[src/rtl/shift_pkg.sv]
// shift_pkg: widths and the request command shared by the shift request stage, its FIFO and the bench.
package shift_pkg;
  localparam int DATA_W = 8;
  localparam int SHAMT_W = 3;
  typedef struct packed {
    logic [DATA_W-1:0]  data;
    logic [SHAMT_W-1:0] shamt;
    logic               right;
  } shift_cmd_t;
endpackage

[src/rtl/shift_req_fifo.sv]
// shift_req_fifo: synchronous DEPTH-entry request FIFO with occupancy count.
module shift_req_fifo
  import shift_pkg::*;
#(
  parameter int DEPTH = 4,
  localparam int AW = $clog2(DEPTH)
) (
  input  logic         clk,
  input  logic         rst_n,
  input  logic         push_i,
  input  shift_cmd_t   din_i,
  input  logic         pop_i,
  output shift_cmd_t   dout_o,
  output logic         full_o,
  output logic         empty_o,
  output logic [AW:0]  count_o
);
  shift_cmd_t mem_q [DEPTH];
  logic [AW-1:0] wr_q, rd_q;
  logic [AW:0] cnt_q, cnt_d;
  logic do_push, do_pop;
  always_comb begin
    full_o = cnt_q == (AW+1)'(DEPTH);
    empty_o = cnt_q == '0;
    do_push = push_i && !full_o;
    do_pop = pop_i && !empty_o;
    cnt_d = cnt_q + (AW+1)'(do_push) - (AW+1)'(do_pop);
    dout_o = mem_q[rd_q];
    count_o = cnt_q;
  end
  always_ff @(posedge clk or negedge rst_n) begin
    if (!rst_n) begin
      mem_q <= '{default: '0};
      wr_q <= '0;
      rd_q <= '0;
      cnt_q <= '0;
    end else begin
      if (do_push) mem_q[wr_q] <= din_i;
      wr_q <= do_push ? wr_q + AW'(1) : wr_q;
      rd_q <= do_pop ? rd_q + AW'(1) : rd_q;
      cnt_q <= cnt_d;
    end
  end
endmodule

[src/rtl/shift_req_stage.sv]
// shift_req_stage: queues shift requests, issues them to a combinational shifter
// from registers and captures its result one cycle later behind a valid/ready port.
module shift_req_stage
  import shift_pkg::*;
#(
  parameter int DEPTH = 4,
  localparam int CW = $clog2(DEPTH) + 1
) (
  input  logic               clk,
  input  logic               rst_n,
  input  logic               req_valid,
  output logic               req_ready,
  input  logic [DATA_W-1:0]  req_data,
  input  logic [SHAMT_W-1:0] req_shamt,
  input  logic               req_right,
  output logic [DATA_W-1:0]  sh_data,
  output logic [SHAMT_W-1:0] sh_sel,
  output logic               sh_right,
  input  logic [DATA_W-1:0]  sh_result,
  output logic               res_valid,
  input  logic               res_ready,
  output logic [DATA_W-1:0]  res_data,
  output logic [CW-1:0]      fifo_count
);
  shift_cmd_t req_cmd, head, sh_q, sh_d;
  logic fifo_full, fifo_empty, pop, cap_en;
  logic iss_valid_q, iss_valid_d, res_valid_q, res_valid_d;
  logic [DATA_W-1:0] res_data_q, res_data_d;
  shift_req_fifo #(.DEPTH(DEPTH)) u_fifo (
    .clk     (clk),
    .rst_n   (rst_n),
    .push_i  (req_valid),
    .din_i   (req_cmd),
    .pop_i   (pop),
    .dout_o  (head),
    .full_o  (fifo_full),
    .empty_o (fifo_empty),
    .count_o (fifo_count)
  );
  // The issue slot frees up in the same cycle its command moves into the result register.
  always_comb begin
    req_cmd = '{data: req_data, shamt: req_shamt, right: req_right};
    req_ready = !fifo_full;
    cap_en = iss_valid_q && (!res_valid_q || res_ready);
    pop = !fifo_empty && (!iss_valid_q || cap_en);
    sh_d = pop ? head : sh_q;
    iss_valid_d = pop ? 1'b1 : cap_en ? 1'b0 : iss_valid_q;
    res_valid_d = cap_en ? 1'b1 : res_ready ? 1'b0 : res_valid_q;
    res_data_d = cap_en ? sh_result : res_data_q;
    sh_data = sh_q.data;
    sh_sel = sh_q.shamt;
    sh_right = sh_q.right;
    res_valid = res_valid_q;
    res_data = res_data_q;
  end
  always_ff @(posedge clk or negedge rst_n) begin
    if (!rst_n) begin
      sh_q <= '0;
      iss_valid_q <= 1'b0;
      res_valid_q <= 1'b0;
      res_data_q <= '0;
    end else begin
      sh_q <= sh_d;
      iss_valid_q <= iss_valid_d;
      res_valid_q <= res_valid_d;
      res_data_q <= res_data_d;
    end
  end
endmodule

[config.mk]
export PLATFORM = sky130hd
export DESIGN_NAME = shift_req_stage
export DESIGN_NICKNAME = d
export VERILOG_FILES = /design/src/rtl/shift_pkg.sv /design/src/rtl/shift_req_fifo.sv /design/src/rtl/shift_req_stage.sv
export SDC_FILE = /design/constraint.sdc
export NUM_CORES = 1
export LEC_CHECK = 0
export ABC_AREA = 1
export CAP_MARGIN = 25
export CORE_MARGIN = 10
export CORE_UTILIZATION = 50
export DETAILED_ROUTE_END_ITERATION = 6
export PLACE_DENSITY = 0.85
export SLEW_MARGIN = 20
export SYNTH_ARGS = -nofsm -noshare
export SYNTH_HDL_FRONTEND = slang
export SYNTH_SLANG_ARGS = --single-unit
[constraint.sdc]
create_clock -name clk -period 2.8 [get_ports clk]
set_input_delay 0.7 -clock clk [delete_from_list [all_inputs] [get_ports clk]]
set_output_delay 0.7 -clock clk [all_outputs]
set_load 0.03 [all_outputs]
==> run summary <==
SETUP PATH
-----------------------------------------------------------------------------------------------
Worst path required time                                                                2.10 ns
Number of cells on the critical path                                                          3
Crit-path slowest cell                                                             clkdlybuf4s50_1
Peak per-stage delay on the critical path                                               0.70 ns
Startpoint type of the worst setup path                                               flip-flop
Cell class contributing the biggest share of worst-path delay                      buffers and inverters
Buffers & Inverters on Critical Path                                                          2
Nature of the critical path endpoint                                                output port
Slack of the worst reg-to-reg path                                                      0.78 ns
Crit path max fanout                                                                          6
Critical path type                                                                 flip-flop to output port
Critical Path AT                                                                        1.75 ns
FF-to-FF path depth                                                                           9
Crit path cell chain                                                               inv_1, nand3_4, clkdlybuf4s50_1

GLOBAL ROUTE
-----------------------------------------------------------------------------------------------
GRT Total Usage                                                                           16.3%
First-pass GRT wire length                                                              15.3 mm
Initial antenna violation count                                                               0
Vias in the first global route                                                            3,126
Maximum number of pins on one net before global-route repair                                 78
Total global routing overflow                                                                 0

CELLS AND AREA
-----------------------------------------------------------------------------------------------
Total number of nets in the final design                                                    557
Footprint of the flip-flops and latches                                                1930 um2
Area of the multi-input gates                                                          1500 um2
Commonest cells after routing, fill and taps aside                                 nand2_1, dfrtp_1, inv_1
Inserted Diodes                                                                               0
Fraction of final layout cells sized beyond drive strength 1                              6.60%
Final Cell Area                                                                        4550 um2
Most frequent standard cell in the layout excluding fill and tap cells                  nand2_1
Number of fillers in the final layout                                                       618
Growth of design area from synthesis to finish                                            18.5%

PWR
-----------------------------------------------------------------------------------------------
Leakage                                                                                 2.45 nW
Power density cells                                                                 1230 nW/um2
Highest ir drop seen on vdd                                                            0.401 mV

ROUTE
-----------------------------------------------------------------------------------------------
Number of detailed-route iterations in the first pass                                         5
Highest metal layer with signal wires                                                      met4
Iteration-0 DRC count of the detailed router                                                417
Vias/cell                                                                                  5.27
# DRC                                                                                         0
Routed wire length                                                                      9.21 mm
Met3 Wirelength                                                                          834 um
Detailed route wirelength on metal2                                                     4.29 mm
Routed wirelength normalized by instance count                                          14.6 um
Final ANT Viol Nets                                                                           0
Length of routed wiring on met1                                                         3.95 mm
Total via count after detailed routing                                                    3,316

CLOCK TREE
-----------------------------------------------------------------------------------------------
Insertion delay of the later-clocked pin in the worst-skew pair                         0.36 ns
Setup Fix Bufs, Post-CTS                                                                      0
Clock buffers created by TritonCTS                                                            9
H-tree levels                                                                                 3
Clock input transition at the sequential cells of the worst setup and hold paths        0.07 ns
Clock tree buffer depth                                                                       2
TritonCTS clock tree                                                                       done
Root Driver                                                                            clkbuf_8
Post-CTS Hold Fix Bufs                                                                        0
Count of cells resized by post-cts repair                                                     0
TritonCTS Sinks                                                                              77

TIMING
-----------------------------------------------------------------------------------------------
Crit share post-route                                                                     87.6%
Achievable Freq                                                                         408 MHz
Count of final setup violators                                                                0
Clock Skews                                                                          0.00872 ns
Minimum clock period after layout                                                       2.45 ns
Final Hold Vio Count                                                                          0
RSZ-0062 raised after global routing                                                      false
Total negative setup slack                                                                 0 ns
Worst rel slew slack                                                                      56.9%
Worst-Margin Slew                                                                      0.646 ns
Slew Viols, Final                                                                             0

RUN STATUS
-----------------------------------------------------------------------------------------------
Outcome                                                                               completed

LOGIC SYNTHESIS
-----------------------------------------------------------------------------------------------
Total of warnings raised by yosys                                                             0
Register area share after synthesis                                                       50.2%
Mapped Avg Cell Area                                                                   7.90 um2
Number of nets in the synthesized netlist                                                   517
Count of mapped cells out of synthesis                                                      486
Number of synthesized register bits                                                          77
Unique masters post-synth                                                                    20
Netlist area before placement                                                          3840 um2

FLOORPLANNING
-----------------------------------------------------------------------------------------------
Count of boundary I/O pins                                                                   49
Die X                                                                                    108 um
Floorplan die height                                                                     108 um
Core box area                                                                          7370 um2
Initial standard-cell utilization of the core                                             52.1%
Number of standard-cell rows in the floorplan                                                31
Die outline area                                                                     11,600 um2

PLACEMENT
-----------------------------------------------------------------------------------------------
Detailed Place HPWL                                                                     5.99 mm
Final weighted congestion in routability-driven placement                                 0.841
Number of buffers added on ports                                                             48
Cell Area, Placed                                                                      4360 um2

MIN PATH
-----------------------------------------------------------------------------------------------
Hold crit path type                                                                primary input to asynchronous set/reset pin

FLOW RUN
-----------------------------------------------------------------------------------------------
Max cap viols                                                                                 0

==> logic make-up (layout without fill, tap and decap cells) <==
logic type               Yosys count  in the layout  share of synthesized area, %
adder cells (fa/ha/maj)            7              7                          2.48
buffers and inverters             90            134                          10.7
XOR/XNOR                           5              5                          1.14
flip-flops                        77             77                          50.2
AO/OA/AOI/OAI                      1              1                         0.130
AND/OR/NAND/NOR                  306            306                          35.3
==> through the flow <==
stage / std cells / util (%) / total power, mW / setup slack, ns / hold WS, ns
floorplan: 486 / - / 3.94 / 0.557 / 0.404
global placement: 614 / 59.2 / 4.67 / 0.191 / 0.453
detailed placement: 614 / 59.2 / 4.79 / 0.144 / 0.458
CTS: 629 / 61.7 / 5.62 / 0.336 / 0.390
global route: 629 / 61.7 / 6.07 / 0.243 / 0.400
finish: 629 / 61.7 / 5.60 / 0.348 / 0.367
==> where the power goes <==
group	switching (mW)	total, mW	internal [mW]
Clock	0.389	0.819	0.430
Sequential	0.355	2.00	1.65
Combinational	1.78	2.78	1.00
Total	2.53	5.60	3.08
==> synthesized netlist by cell type, drive strengths merged <==
cell | count | area [um2]
fa | 1 | 20.0
buf | 22 | 155
dfrtp | 77 | 1930
nand2 | 219 | 837
o21ai | 1 | 5.00
nor2 | 1 | 3.75
clkbuf | 8 | 31.3
xor2 | 2 | 17.5
nand4 | 48 | 300
inv | 60 | 225
nand3 | 38 | 215
xnor2 | 3 | 26.3
ha | 6 | 75.1
==> area by class of cell <==
cell class | instances | share of cell area (%)
clock buffer | 11 | 3.11
clock inverter | 4 | 1.07
inverter | 60 | 4.95
multi-input combinational | 319 | 33.0
sequential | 77 | 42.4
timing repair buffer | 59 | 12.8
tap | 99 | 2.72
==> layer usage <==
metal / GRT usage, % / vias up
met5: 0 / -
met4: 7.06 / 0
met3: 3.83 / 15
met2: 25.2 / 137
met1: 21.3 / 1564
li1: - / 1600
==> registers in the layout, summed over array words and instances, names as in the netlist <==
register,cells
iss_valid_q,1
res_data,8
res_valid,1
sh_data,8
sh_right,1
sh_sel,3
u_fifo.count_o,3
u_fifo.mem_q,48
u_fifo.rd_q,2
u_fifo.wr_q,2
==> final timing paths <==
check / start / end
min in group clk: u_fifo.mem_q[13]$_DFFE_PN0P_ / u_fifo.mem_q[13]$_DFFE_PN0P_
worst min register to register: u_fifo.mem_q[13]$_DFFE_PN0P_ / u_fifo.mem_q[13]$_DFFE_PN0P_
worst min-delay path: rst_n / u_fifo.count_o[0]$_DFF_PN0_
max in group asynchronous: rst_n / u_fifo.mem_q[16]$_DFFE_PN0P_
worst max register to register: iss_valid_q$_DFFE_PN0P_ / u_fifo.count_o[2]$_DFF_PN0_
worst max-delay path: u_fifo.count_o[1]$_DFF_PN0_ / req_ready
No activity file was read; power rests on OpenSTA's default activity.
